--- config.mk ---
export PLATFORM = sky130hd
export DESIGN_NAME = prt_dp_msg_mst_flat
export DESIGN_NICKNAME = d
export VERILOG_FILES = /design/src/rtl/prt_dp_msg_pkg.sv /design/src/rtl/prt_dp_msg_if.sv /design/src/rtl/prt_dp_msg_mst_ret.sv /design/src/rtl/prt_dp_msg_mst.sv /design/src/flat_wrapper.sv
export SDC_FILE = /design/constraint.sdc
export NUM_CORES = 1
export LEC_CHECK = 0
export ABC_AREA = 1
export CORE_UTILIZATION = 30
export CTS_BUF_LIST = sky130_fd_sc_hd__clkbuf_4 sky130_fd_sc_hd__clkbuf_8
export DETAILED_ROUTE_END_ITERATION = 16
export DONT_BUFFER_PORTS = 1
export PLACE_DENSITY = 0.47
export SYNTH_ARGS = -nofsm -noshare
export SYNTH_HDL_FRONTEND = slang
export SYNTH_SLANG_ARGS = --single-unit
--- constraint.sdc ---
create_clock -name CLK_IN -period 3.4 [get_ports CLK_IN]
set_clock_uncertainty 0.05 [all_clocks]
set_input_delay 0.51 -clock CLK_IN [delete_from_list [all_inputs] [get_ports CLK_IN]]
set_output_delay 0.51 -clock CLK_IN [all_outputs]
set_load 0.01 [all_outputs]
--- src/rtl/prt_dp_msg_pkg.sv ---
// ---------------------------------------------------------------------------
// prt_dp_msg_pkg
// Shared definitions for the message-ring master: header field positions,
// the send FSM state encoding and the header packing helper.
// ---------------------------------------------------------------------------
package prt_dp_msg_pkg;

    // Header word layout: {DIR, ID[6:0], LEN[7:0]}
    localparam int unsigned HDR_DIR_BIT = 15;
    localparam int unsigned HDR_ID_MSB  = 14;
    localparam int unsigned HDR_ID_LSB  = 8;
    localparam int unsigned HDR_LEN_MSB = 7;
    localparam int unsigned HDR_LEN_LSB = 0;

    typedef enum logic [2:0] {
        ST_IDLE = 3'd0,
        ST_HDR  = 3'd1,
        ST_DAT  = 3'd2,
        ST_WAIT = 3'd3,
        ST_DONE = 3'd4
    } state_t;

    function automatic logic [15:0] hdr_pack(input logic       get,
                                             input logic [6:0] id,
                                             input logic [7:0] len);
        logic [15:0] h;
        h                          = '0;
        h[HDR_DIR_BIT]             = get;
        h[HDR_ID_MSB:HDR_ID_LSB]   = id;
        h[HDR_LEN_MSB:HDR_LEN_LSB] = len;
        return h;
    endfunction

endpackage

--- src/rtl/prt_dp_msg_if.sv ---
// ---------------------------------------------------------------------------
// prt_dp_msg_if
// One hop of the message ring.
//   som : first word (header) of a message
//   eom : last word of a message
//   vld : word qualifier; som/eom/dat are meaningful only with vld=1
//   dat : 16-bit ring word
// Modports: src drives a hop, snk observes a hop.
// ---------------------------------------------------------------------------
interface prt_dp_msg_if;
    logic        som;
    logic        eom;
    logic        vld;
    logic [15:0] dat;

    modport src (output som, eom, vld, dat);
    modport snk (input  som, eom, vld, dat);
endinterface

--- src/rtl/prt_dp_msg_mst_ret.sv ---
// ---------------------------------------------------------------------------
// prt_dp_msg_mst_ret
// Return-path matcher for the ring master. Finds the master's own message on
// the looped-back ring, counts its data words, forwards get data to the host
// and reports completion and length mismatch.
//   clk_i, rst_ni     : clock, asynchronous active-low reset
//   en_i              : matching enabled (command in flight); low clears state
//   hdr_i             : header of the message in flight
//   snk_*_i           : ring return word
//   ret_eom_o         : own message eom seen this cycle (combinational)
//   ret_len_err_o     : with ret_eom_o, word count differed from LEN+1
//   ret_done_o        : own message already completed (sticky while en_i)
//   rd_dat_o/vld_o/last_o : registered get data to the host
// ---------------------------------------------------------------------------
module prt_dp_msg_mst_ret
    import prt_dp_msg_pkg::*;
(
    input  logic        clk_i,
    input  logic        rst_ni,
    input  logic        en_i,
    input  logic [15:0] hdr_i,
    input  logic        snk_som_i,
    input  logic        snk_eom_i,
    input  logic        snk_vld_i,
    input  logic [15:0] snk_dat_i,
    output logic        ret_eom_o,
    output logic        ret_len_err_o,
    output logic        ret_done_o,
    output logic [15:0] rd_dat_o,
    output logic        rd_vld_o,
    output logic        rd_last_o
);

    logic        match_q, match_d;
    logic        done_q, done_d;
    logic [8:0]  cnt_q, cnt_d;
    logic [15:0] rd_dat_q, rd_dat_d;
    logic        rd_vld_q, rd_vld_d;
    logic        rd_last_q, rd_last_d;
    logic        hit;
    logic        word;

    always_comb begin
        // Only the first header equal to ours opens a match; foreign
        // messages and later copies are passed over.
        hit  = en_i && !match_q && !done_q && snk_vld_i && snk_som_i &&
               (snk_dat_i == hdr_i);
        word = en_i && match_q && snk_vld_i;

        ret_eom_o = (hit || word) && snk_eom_i;
        // cnt_q holds the words seen before this one, so the eom word is the
        // (cnt_q+1)-th; equality with LEN+1 reduces to cnt_q == LEN. An eom on
        // the header itself carries zero data words and is always short.
        ret_len_err_o = ret_eom_o &&
                        (hit || (cnt_q != {1'b0, hdr_i[HDR_LEN_MSB:HDR_LEN_LSB]}));

        match_d   = match_q;
        done_d    = done_q;
        cnt_d     = cnt_q;
        rd_dat_d  = rd_dat_q;
        rd_vld_d  = 1'b0;
        rd_last_d = 1'b0;

        if (!en_i) begin
            match_d = 1'b0;
            done_d  = 1'b0;
            cnt_d   = '0;
        end else begin
            if (hit) begin
                match_d = 1'b1;
                cnt_d   = '0;
            end
            // Saturate so an overlong return still reads as a mismatch
            if (word && (cnt_q != 9'h1FF)) begin
                cnt_d = cnt_q + 9'd1;
            end
            if (ret_eom_o) begin
                match_d = 1'b0;
                done_d  = 1'b1;
            end
        end

        // Put returns are discarded; only get data reaches the host
        if (word && hdr_i[HDR_DIR_BIT]) begin
            rd_vld_d  = 1'b1;
            rd_dat_d  = snk_dat_i;
            rd_last_d = snk_eom_i;
        end
    end

    always_ff @(posedge clk_i or negedge rst_ni) begin
        if (!rst_ni) begin
            match_q   <= 1'b0;
            done_q    <= 1'b0;
            cnt_q     <= '0;
            rd_dat_q  <= '0;
            rd_vld_q  <= 1'b0;
            rd_last_q <= 1'b0;
        end else begin
            match_q   <= match_d;
            done_q    <= done_d;
            cnt_q     <= cnt_d;
            rd_dat_q  <= rd_dat_d;
            rd_vld_q  <= rd_vld_d;
            rd_last_q <= rd_last_d;
        end
    end

    assign ret_done_o = done_q;
    assign rd_dat_o   = rd_dat_q;
    assign rd_vld_o   = rd_vld_q;
    assign rd_last_o  = rd_last_q;

endmodule

--- src/rtl/prt_dp_msg_mst.sv ---
// ---------------------------------------------------------------------------
// prt_dp_msg_mst
// Message-ring master. Turns a host command into a ring message (header plus
// LEN+1 data words), then waits for the message to come back around the ring.
// Get data overwritten by the addressed slave is handed to the host.
//   CLK_IN, RST_IN   : clock, asynchronous active-low reset
//   MSG_SRC_IF       : ring output (registered)
//   MSG_SNK_IF       : ring return (tail of ring, looped back)
//   CMD_*            : command handshake and fields
//   WR_*             : put data handshake
//   RD_*             : get data strobe (registered)
//   BUSY_OUT         : command in flight
//   ERR_OUT          : sticky timeout / length error, cleared on next accept
//   DBG_STATE_OUT    : current send FSM state
//
// Handshakes (CMD, WR): the producer holds VLD and its data stable until the
// consumer shows RDY; a transfer happens on every clock edge where VLD && RDY.
// RDY never depends combinationally on VLD.
// ---------------------------------------------------------------------------
module prt_dp_msg_mst
    import prt_dp_msg_pkg::*;
#(
    parameter int unsigned            P_DAT_WIDTH = 16,
    parameter int unsigned            P_TMO_WIDTH = 16,
    parameter logic [P_TMO_WIDTH-1:0] P_TMO       = 16'hFFFF
) (
    input  logic                   CLK_IN,
    input  logic                   RST_IN,
    prt_dp_msg_if.src              MSG_SRC_IF,
    prt_dp_msg_if.snk              MSG_SNK_IF,
    input  logic                   CMD_VLD_IN,
    output logic                   CMD_RDY_OUT,
    input  logic                   CMD_GET_IN,
    input  logic [6:0]             CMD_ID_IN,
    input  logic [7:0]             CMD_LEN_IN,
    input  logic [P_DAT_WIDTH-1:0] WR_DAT_IN,
    input  logic                   WR_VLD_IN,
    output logic                   WR_RDY_OUT,
    output logic [P_DAT_WIDTH-1:0] RD_DAT_OUT,
    output logic                   RD_VLD_OUT,
    output logic                   RD_LAST_OUT,
    output logic                   BUSY_OUT,
    output logic                   ERR_OUT,
    output logic [2:0]             DBG_STATE_OUT
);

    state_t                 state_q, state_d;
    logic [15:0]            hdr_q, hdr_d;
    logic [7:0]             cnt_q, cnt_d;
    logic [P_TMO_WIDTH-1:0] tmo_q, tmo_d;
    logic                   som_q, som_d;
    logic                   eom_q, eom_d;
    logic                   vld_q, vld_d;
    logic [15:0]            dat_q, dat_d;
    logic                   err_q, err_d;
    logic                   busy_q, busy_d;
    logic                   cmd_rdy_q, cmd_rdy_d;
    logic                   wr_rdy;
    logic                   send;
    logic                   last_word;
    logic                   ret_en;
    logic                   ret_eom;
    logic                   ret_len_err;
    logic                   ret_done;

    // Matching opens once the header is latched; the return may overlap DAT
    assign ret_en = (state_q == ST_HDR) || (state_q == ST_DAT) || (state_q == ST_WAIT);

    prt_dp_msg_mst_ret u_ret (
        .clk_i         (CLK_IN),
        .rst_ni        (RST_IN),
        .en_i          (ret_en),
        .hdr_i         (hdr_q),
        .snk_som_i     (MSG_SNK_IF.som),
        .snk_eom_i     (MSG_SNK_IF.eom),
        .snk_vld_i     (MSG_SNK_IF.vld),
        .snk_dat_i     (MSG_SNK_IF.dat),
        .ret_eom_o     (ret_eom),
        .ret_len_err_o (ret_len_err),
        .ret_done_o    (ret_done),
        .rd_dat_o      (RD_DAT_OUT),
        .rd_vld_o      (RD_VLD_OUT),
        .rd_last_o     (RD_LAST_OUT)
    );

    always_comb begin
        state_d   = state_q;
        hdr_d     = hdr_q;
        cnt_d     = cnt_q;
        tmo_d     = tmo_q;
        err_d     = err_q;
        som_d     = 1'b0;
        eom_d     = 1'b0;
        vld_d     = 1'b0;
        dat_d     = '0;
        wr_rdy    = 1'b0;
        send      = 1'b0;
        last_word = (cnt_q == hdr_q[HDR_LEN_MSB:HDR_LEN_LSB]);

        case (state_q)
            ST_IDLE: begin
                // cmd_rdy_q is only ever high in IDLE
                if (CMD_VLD_IN && cmd_rdy_q) begin
                    hdr_d   = hdr_pack(CMD_GET_IN, CMD_ID_IN, CMD_LEN_IN);
                    cnt_d   = '0;
                    err_d   = 1'b0;
                    state_d = ST_HDR;
                end
            end
            ST_HDR: begin
                som_d   = 1'b1;
                vld_d   = 1'b1;
                dat_d   = hdr_q;
                state_d = ST_DAT;
            end
            ST_DAT: begin
                if (hdr_q[HDR_DIR_BIT]) begin
                    // Get: zero placeholders, one per cycle, no bubbles
                    send = 1'b1;
                end else begin
                    wr_rdy = 1'b1;
                    send   = WR_VLD_IN;
                end
                if (send) begin
                    vld_d = 1'b1;
                    eom_d = last_word;
                    dat_d = hdr_q[HDR_DIR_BIT] ? 16'h0000 : WR_DAT_IN;
                    cnt_d = cnt_q + 8'd1;
                    if (last_word) begin
                        if (ret_eom || ret_done) begin
                            state_d = ST_DONE;
                        end else begin
                            state_d = ST_WAIT;
                            tmo_d   = P_TMO;
                        end
                    end
                end
            end
            ST_WAIT: begin
                tmo_d = tmo_q - 1'b1;
                // A return eom in the expiry cycle still completes cleanly
                if (ret_eom) begin
                    state_d = ST_DONE;
                end else if (tmo_q <= P_TMO_WIDTH'(1)) begin
                    err_d   = 1'b1;
                    state_d = ST_IDLE;
                end
            end
            ST_DONE: begin
                state_d = ST_IDLE;
            end
            default: begin
                state_d = ST_IDLE;
            end
        endcase

        if (ret_eom && ret_len_err) begin
            err_d = 1'b1;
        end

        cmd_rdy_d = (state_d == ST_IDLE);
        busy_d    = (state_d != ST_IDLE);
    end

    always_ff @(posedge CLK_IN or negedge RST_IN) begin
        if (!RST_IN) begin
            state_q   <= ST_IDLE;
            hdr_q     <= '0;
            cnt_q     <= '0;
            tmo_q     <= '0;
            som_q     <= 1'b0;
            eom_q     <= 1'b0;
            vld_q     <= 1'b0;
            dat_q     <= '0;
            err_q     <= 1'b0;
            busy_q    <= 1'b0;
            cmd_rdy_q <= 1'b0;
        end else begin
            state_q   <= state_d;
            hdr_q     <= hdr_d;
            cnt_q     <= cnt_d;
            tmo_q     <= tmo_d;
            som_q     <= som_d;
            eom_q     <= eom_d;
            vld_q     <= vld_d;
            dat_q     <= dat_d;
            err_q     <= err_d;
            busy_q    <= busy_d;
            cmd_rdy_q <= cmd_rdy_d;
        end
    end

    assign MSG_SRC_IF.som = som_q;
    assign MSG_SRC_IF.eom = eom_q;
    assign MSG_SRC_IF.vld = vld_q;
    assign MSG_SRC_IF.dat = dat_q;
    assign CMD_RDY_OUT    = cmd_rdy_q;
    assign WR_RDY_OUT     = wr_rdy;
    assign BUSY_OUT       = busy_q;
    assign ERR_OUT        = err_q;
    assign DBG_STATE_OUT  = state_q;

endmodule
--- src/flat_wrapper.sv ---
// flat-port wrapper written by rule: the top's interface ports become plain ports
module prt_dp_msg_mst_flat import prt_dp_msg_pkg::*;
#(
    parameter int unsigned            P_DAT_WIDTH = 16,
    parameter int unsigned            P_TMO_WIDTH = 16,
    parameter logic [P_TMO_WIDTH-1:0] P_TMO       = 16'hFFFF
)
  (CLK_IN, RST_IN, CMD_VLD_IN, CMD_RDY_OUT, CMD_GET_IN, CMD_ID_IN, CMD_LEN_IN, WR_DAT_IN, WR_VLD_IN, WR_RDY_OUT, RD_DAT_OUT, RD_VLD_OUT, RD_LAST_OUT, BUSY_OUT, ERR_OUT, DBG_STATE_OUT, MSG_SRC_IF_som, MSG_SRC_IF_eom, MSG_SRC_IF_vld, MSG_SRC_IF_dat, MSG_SNK_IF_som, MSG_SNK_IF_eom, MSG_SNK_IF_vld, MSG_SNK_IF_dat);
  prt_dp_msg_if MSG_SRC_IF_i ();
  prt_dp_msg_if MSG_SNK_IF_i ();
  input  logic CLK_IN;
  input  logic RST_IN;
  input  logic CMD_VLD_IN;
  output logic CMD_RDY_OUT;
  input  logic CMD_GET_IN;
  input  logic [6:0] CMD_ID_IN;
  input  logic [7:0] CMD_LEN_IN;
  input  logic [P_DAT_WIDTH-1:0] WR_DAT_IN;
  input  logic WR_VLD_IN;
  output logic WR_RDY_OUT;
  output logic [P_DAT_WIDTH-1:0] RD_DAT_OUT;
  output logic RD_VLD_OUT;
  output logic RD_LAST_OUT;
  output logic BUSY_OUT;
  output logic ERR_OUT;
  output logic [2:0] DBG_STATE_OUT;
  output wire logic [$bits(MSG_SRC_IF_i.som)-1:0] MSG_SRC_IF_som;
  output wire logic [$bits(MSG_SRC_IF_i.eom)-1:0] MSG_SRC_IF_eom;
  output wire logic [$bits(MSG_SRC_IF_i.vld)-1:0] MSG_SRC_IF_vld;
  output wire logic [$bits(MSG_SRC_IF_i.dat)-1:0] MSG_SRC_IF_dat;
  input wire logic [$bits(MSG_SNK_IF_i.som)-1:0] MSG_SNK_IF_som;
  input wire logic [$bits(MSG_SNK_IF_i.eom)-1:0] MSG_SNK_IF_eom;
  input wire logic [$bits(MSG_SNK_IF_i.vld)-1:0] MSG_SNK_IF_vld;
  input wire logic [$bits(MSG_SNK_IF_i.dat)-1:0] MSG_SNK_IF_dat;
  assign MSG_SRC_IF_som = MSG_SRC_IF_i.som;
  assign MSG_SRC_IF_eom = MSG_SRC_IF_i.eom;
  assign MSG_SRC_IF_vld = MSG_SRC_IF_i.vld;
  assign MSG_SRC_IF_dat = MSG_SRC_IF_i.dat;
  assign MSG_SNK_IF_i.som = MSG_SNK_IF_som;
  assign MSG_SNK_IF_i.eom = MSG_SNK_IF_eom;
  assign MSG_SNK_IF_i.vld = MSG_SNK_IF_vld;
  assign MSG_SNK_IF_i.dat = MSG_SNK_IF_dat;
  prt_dp_msg_mst #(.P_DAT_WIDTH(P_DAT_WIDTH), .P_TMO_WIDTH(P_TMO_WIDTH), .P_TMO(P_TMO)) u_core (.CLK_IN(CLK_IN), .RST_IN(RST_IN), .MSG_SRC_IF(MSG_SRC_IF_i), .MSG_SNK_IF(MSG_SNK_IF_i), .CMD_VLD_IN(CMD_VLD_IN), .CMD_RDY_OUT(CMD_RDY_OUT), .CMD_GET_IN(CMD_GET_IN), .CMD_ID_IN(CMD_ID_IN), .CMD_LEN_IN(CMD_LEN_IN), .WR_DAT_IN(WR_DAT_IN), .WR_VLD_IN(WR_VLD_IN), .WR_RDY_OUT(WR_RDY_OUT), .RD_DAT_OUT(RD_DAT_OUT), .RD_VLD_OUT(RD_VLD_OUT), .RD_LAST_OUT(RD_LAST_OUT), .BUSY_OUT(BUSY_OUT), .ERR_OUT(ERR_OUT), .DBG_STATE_OUT(DBG_STATE_OUT));
endmodule
* Word level (Yosys, flattened, before mapping) *
Cells that the tools add are included.

word-level totals
  bits in registers = 94
  input bits = 55
  output and inout port bits = 44
  logic and storage cells = 109

operators by class
  add/sub/neg operators = 3
  $lt $le $gt $ge = 1
  equal/unequal tests = 17
  mux-type cells = 41
  reductions and logical operators = 30

operator list
  kind                   number
  $mux 16                5
  $pmux 16 s2            2
  $mux 9                 3
  $mux 1                 19
  $mux 3                 6
  $eq 16x16->1           1
  $le 16x1->1 const B    1
  $mux 8                 2
  $pmux 8 s2             1
  $sub 16x1->16 const B  1
  $logic_and 1x1->1      13
  $pmux 3 s4             1
  $add 9x1->9 const B    1
  $ne 3x1->1 const B     3
  $ne 9x8->1             1
  $ne 9x9->1 const B     1
  $add 8x1->8 const B    1
  $eq 8x8->1             1
  $reduce_and 4->1       2
  $eq 3x2->1 const B     2
  $logic_not 3->1        2
  $ne 2x1->1 const B     3
  $ne 3x3->1 const B     2
  $reduce_bool 3->1      2
  other kinds (8)        16

* Depth between registers and ports, before layout *
  word-level depth = 16
  depth in mapped cells = 14
  mapped depth without buffers = 13

* Modules after synthesis *
Synthesis repeated with hierarchy kept, for this count alone.

second synthesis, totals
  cells, all modules = 675
  area, all modules = 5,231.3 um2

by module, submodules not included
  module              instances  cells each  area each (um2)
  prt_dp_msg_mst      1          411         3,440.8
  prt_dp_msg_mst_ret  1          264         1,790.5

* Worst setup path after synthesis *
No wires, ideal clock.

  path kind = reg2reg
  start point = register u_core.u_ret.cnt_q[0]
  end point = register u_core.u_ret.cnt_q[8]
  data arrival time = 1.770 ns
  required time = 3.229 ns
  setup slack = 1.459 ns
  cell stages (with the launch flop) = 12
  path buffers = 0
  cells stage by stage = dfrtp_1 > ha_1 > nand4_1 > nor2_1 > nand2_1 > nor2_1 > ha_1 > nor2_2 > inv_1 > nand3_1 > inv_2 > a22o_1

between the ends
  cells in the longest elaborated chain, start to end = 4

RTL lines
  element                                                              line                       source
  from (decl)                                                          prt_dp_msg_mst_ret.sv:36   logic [8:0] cnt_q, cnt_d;
  from (signal assigned)                                               prt_dp_msg_mst_ret.sv:102  cnt_q <= cnt_d;
  parallel branches: the longest is 4 deep, another holds $add 9x1->9  n/a

Several ways; the timed one is not identified.
A chain may end at the register's enable or synchronous reset.

* Worst setup path in the final report *
  start point = register u_core.state_q[0] (netlist: u_core.DBG_STATE_OUT[0])
  end point = register u_core.u_ret.rd_dat_q[10] (netlist: u_core.u_ret.rd_dat_o[10])

between the ends
  cells in the longest elaborated chain, start to end = 6

RTL lines
  element                                          line                       source
  from (decl)                                      prt_dp_msg_mst.sv:47       state_t state_q, state_d;
  from (signal assigned)                           prt_dp_msg_mst.sv:179      state_q <= state_d;
  $eq 3x1->1 / $eq 3x2->1 (equally long branches)  prt_dp_msg_mst.sv:67       assign ret_en = (state_q == ST_HDR) || (state_q == ST_DAT) || (state_q == ST_WAIT);
  $logic_or 1x1->1                                 prt_dp_msg_mst.sv:67
  $logic_or 1x1->1 (*)                             prt_dp_msg_mst.sv:67
  $logic_and 1x1->1 (*) (2 in a row)               prt_dp_msg_mst_ret.sv:48   word = en_i && match_q && snk_vld_i;
  $logic_and 1x1->1 (*)                            prt_dp_msg_mst_ret.sv:84   if (word && hdr_i[HDR_DIR_BIT]) begin
  to (signal assigned)                             prt_dp_msg_mst_ret.sv:103  rd_dat_q <= rd_dat_d;
  to (decl)                                        prt_dp_msg_mst_ret.sv:37   logic [15:0] rd_dat_q, rd_dat_d;

Mark *: on every way between the ends. The rest lies on a longest branch, timed or not.

==> results.ini <==
[detailed_routing]
detailedRoute.firstIterationViolations=235
dr_total_vias=3947
antenna_violating_nets_post_route=0
drt_pre_antenna_iters=6
via_to_cell_ratio=4.74
drcViolationCount=0
detail_route.wirelength_um=13200
wire_per_inst_um=15.9

[synth]
synth.distinct_cells=34
number_of_warning_messages_in_the_yosys_log=0
mappedNetlistNets=674
synth_seq_area_share_pct=49.3
synthCells=614
synthArstFlopShare_pct=100
most_used_flip_flop_cell_after_synthesis=sky130_fd_sc_hd__dfrtp_1
postSynthRegisterBits=94
postSynthAreaPerCell_sq_um=7.78
synth_enable_flop_cells=0
syn_area_sq_um=4770

[die]
start_util_pct=31.1
coreArea_sq_um=15400
height_of_the_die_um=128
design.portCount=99
number_of_core_rows=45
total_die_area_sq_um=16400
die_width_um=128

[status]
status=finished, final reports clean

[run]
maxCapViolCount=0

[final_layout]
fillerInstances=1653
stdcell_area_sq_um=5210
nNetsFinal=677
regArea_sq_um=2350
multi_input_comb_area_sq_um=2040
diodes=0
final_layout_size_suffix_gt1_share_pct=8.84
area_added_between_synthesis_and_finish_pct=9.20

[sta]
maxSlewViolCount=0
layout_worst_path_cycle_share_pct=71.9
worst_slew_pin_slew_ps=936
tns_ps=0
number_of_failing_setup_endpoints_in_the_final_timing_report=0
fmax_achieved_mhz=409
post-route-worst-setup-slack_ps=956
report.final.hold_viol_count=0
setup_repair_after_global_routing_missed_its_margin=no
fin_crit_ps=2440
slew_headroom_pct=37.5

[worst_setup_path]
critical_path.startpoint_type=register
endpoint_kind=register
path_cells=o21ai_1 -> inv_1 -> nand3_1 -> nor2_2 -> inv_1 -> o21ai_0
crit_fanout=29
critPathKind=reg -> reg
critical_path_startpoint=u_core.DBG_STATE_OUT[0]
r2r-start=u_core.DBG_STATE_OUT[0]
cp_slowest_cell=sky130_fd_sc_hd__inv_1
cpPeakStageDelay_ps=710
rrSetupSlack_ps=960
cp_data_required_time_ps=3580
worst-endpoint-arrival_ps=2620
critical_path.most_common_cell=sky130_fd_sc_hd__inv_1

[clock_network]
cts_sinks=94
h-tree-depth=3
cts_tree=yes
cts_resized=0
clkLatencyLatePin_ps=390
cts_made_buffers=9
clock_tree.root_cell=sky130_fd_sc_hd__clkbuf_8
path_clk_slew_ps=100
cts-root-to-sink-buffers=2
postCtsSetupRepairBufs=0

[pwr]
power.density_cell_area_nw_per_um2=785
static_leakage_nw=2.51
vdd_drop_max_v=0.000302

[global_routing]
grt_pass1_wl_um=21200
first_global_vias=3992
grtUsageTotal_pct=17.2
grt_overflow_total=0
antenna_found_initial=0
grt_start_max_net_pins=95

[placement]
finalWeightedCongestion=0.864
placedInstanceArea_sq_um=4990
detailedPlacementHpwl_um=9710
placement.setup.worst_slack_ps=881
io_buffer_count=0

[worst_hold_path]
min-delay-start=MSG_SNK_IF_eom
timing.hold.worst.class=in -> reg

==> critical path: cells and delay by family (launching register included) <==
family                 cells  cell delay, ps
AND/OR/NAND/NOR            2             400
buffers and inverters      2             850
AO/OA/AOI/OAI              2             510
flip-flops                 1             470
==> worst paths after layout <==
check                                             to  cells past startpoint
hold reg to reg            u_core.u_ret.rd_dat_o[13]                      2
max in group asynchronous             u_core.ERR_OUT                      2
setup / recovery           u_core.u_ret.rd_dat_o[10]                      6
setup reg to reg           u_core.u_ret.rd_dat_o[10]                      6
min in group asynchronous  u_core.u_ret.rd_dat_o[13]                      2
hold / removal                u_core.u_ret.rd_last_o                      2
==> cell usage after synthesis (6+ instances only) <==
master                     count  area, sq um
sky130_fd_sc_hd__a21oi_1      13         65.1
sky130_fd_sc_hd__clkbuf_1     10         37.5
sky130_fd_sc_hd__dfrtp_1      94         2350
sky130_fd_sc_hd__inv_1        73          274
sky130_fd_sc_hd__inv_2         7         26.3
sky130_fd_sc_hd__nand2_1     182          683
sky130_fd_sc_hd__nand3_1      49          245
sky130_fd_sc_hd__nand4_1       8         50.1
sky130_fd_sc_hd__nor2_1       54          203
sky130_fd_sc_hd__nor3_1        9         45.0
sky130_fd_sc_hd__o21ai_0      46          230
sky130_fd_sc_hd__o21ai_2       6         52.6
sky130_fd_sc_hd__or2_2         7         43.8
==> cells by family (layout without fill, tap and decap cells) <==
logic type	Yosys count	in the layout	share of synthesized area (%)
DFF	94	94	49.3
buffers and inverters	95	103	7.99
adders and majority gates	5	5	1.31
and+or+nand+nor	327	327	29.6
AOI/OAI and AO/OA	83	83	10.0
xor gates and xnor gates	10	10	1.83
==> layout by cell type (no fill, tap or decap), types with 2 or more instances in the layout <==
cell type | Yosys | routed
sky130_fd_sc_hd__nor4_1 | 4 | 4
sky130_fd_sc_hd__buf_4 | 0 | 5
sky130_fd_sc_hd__o22ai_1 | 5 | 5
sky130_fd_sc_hd__nor2_2 | 5 | 5
sky130_fd_sc_hd__clkinv_2 | 0 | 2
sky130_fd_sc_hd__nand2_2 | 3 | 3
sky130_fd_sc_hd__dfrtp_1 | 94 | 94
sky130_fd_sc_hd__nand3_1 | 49 | 49
sky130_fd_sc_hd__clkbuf_8 | 0 | 10
sky130_fd_sc_hd__inv_2 | 7 | 7
sky130_fd_sc_hd__o21ai_1 | 4 | 4
sky130_fd_sc_hd__inv_1 | 73 | 73
sky130_fd_sc_hd__ha_1 | 5 | 5
sky130_fd_sc_hd__nor3_1 | 9 | 9
sky130_fd_sc_hd__xnor2_1 | 5 | 5
sky130_fd_sc_hd__or2_2 | 7 | 7
sky130_fd_sc_hd__nand2_4 | 2 | 2
sky130_fd_sc_hd__a21oi_1 | 13 | 13
sky130_fd_sc_hd__xor2_1 | 5 | 5
sky130_fd_sc_hd__nand4_1 | 8 | 8
sky130_fd_sc_hd__o21ai_0 | 46 | 46
sky130_fd_sc_hd__o21ai_2 | 6 | 6
sky130_fd_sc_hd__a32o_1 | 4 | 4
sky130_fd_sc_hd__nand2_1 | 182 | 182
sky130_fd_sc_hd__nor2_1 | 54 | 54
sky130_fd_sc_hd__inv_6 | 0 | 2
==> metrics by stage <==
stage | hold WS [ps] | utilization, % | total power [mW] | instances
floorplan | 164 | - | 2.93 | 614
global placement | 169 | 32.5 | 3.37 | 815
detailed placement | 170 | 32.5 | 3.38 | 815
CTS | 154 | 33.9 | 4.16 | 833
global route | 171 | 33.9 | 4.47 | 833
finish | 180 | 33.9 | 4.09 | 833
==> repair_timing <==
| action | 4_1_cts | 5_1_grt |
|---|---|---|
| setup endpoints to repair | 0 | 0 |
| endpoints found under the hold margin | 94 | 0 |
| hold buffers | 2 | 0 |
==> layer usage <==
metal	vias to the layer above	share of wire [%]	GRT usage [%]
met3	12	5.5	4.34
met5	-	0	0
met4	0	1.3	6.57
li1	1962	-	-
met2	96	48	28.1
met1	1877	45	21.8
==> flip-flops by register name, summed over array words and instances (netlist names) <==
register / flops
u_core.cnt_q: 8
u_core.MSG_SRC_IF.eom: 1
u_core.u_ret.cnt_q: 9
u_core.u_ret.match_q: 1
u_core.MSG_SRC_IF.vld: 1
u_core.u_ret.rd_dat_o: 16
u_core.MSG_SRC_IF.som: 1
u_core.CMD_RDY_OUT: 1
u_core.u_ret.rd_vld_o: 1
u_core.tmo_q: 16
u_core.hdr_q: 16
u_core.u_ret.rd_last_o: 1
u_core.DBG_STATE_OUT: 3
u_core.ERR_OUT: 1
u_core.MSG_SRC_IF.dat: 16
u_core.BUSY_OUT: 1
u_core.u_ret.ret_done_o: 1
==> where the power goes <==
part | switching (mW) | leakage, nW | internal [mW] | total (mW)
clock | 0.429 | 0.0930 | 0.290 | 0.719
combinational | 0.991 | 1.20 | 0.504 | 1.49
sequential | 0.406 | 1.21 | 1.48 | 1.88
total | 1.83 | 2.51 | 2.27 | 4.09
==> final cells by class <==
| cell class | instances | share of cell area (%) |
|---|---|---|
| timing repair buffer | 7 | 1.44 |
| tap | 211 | 5.06 |
| multi-input combinational | 425 | 39.1 |
| sequential | 94 | 45.1 |
| clock inverter | 6 | 0.840 |
| inverter | 80 | 5.76 |
| clock buffer | 10 | 2.64 |
Note: power is estimated with default switching activity, not from simulation.
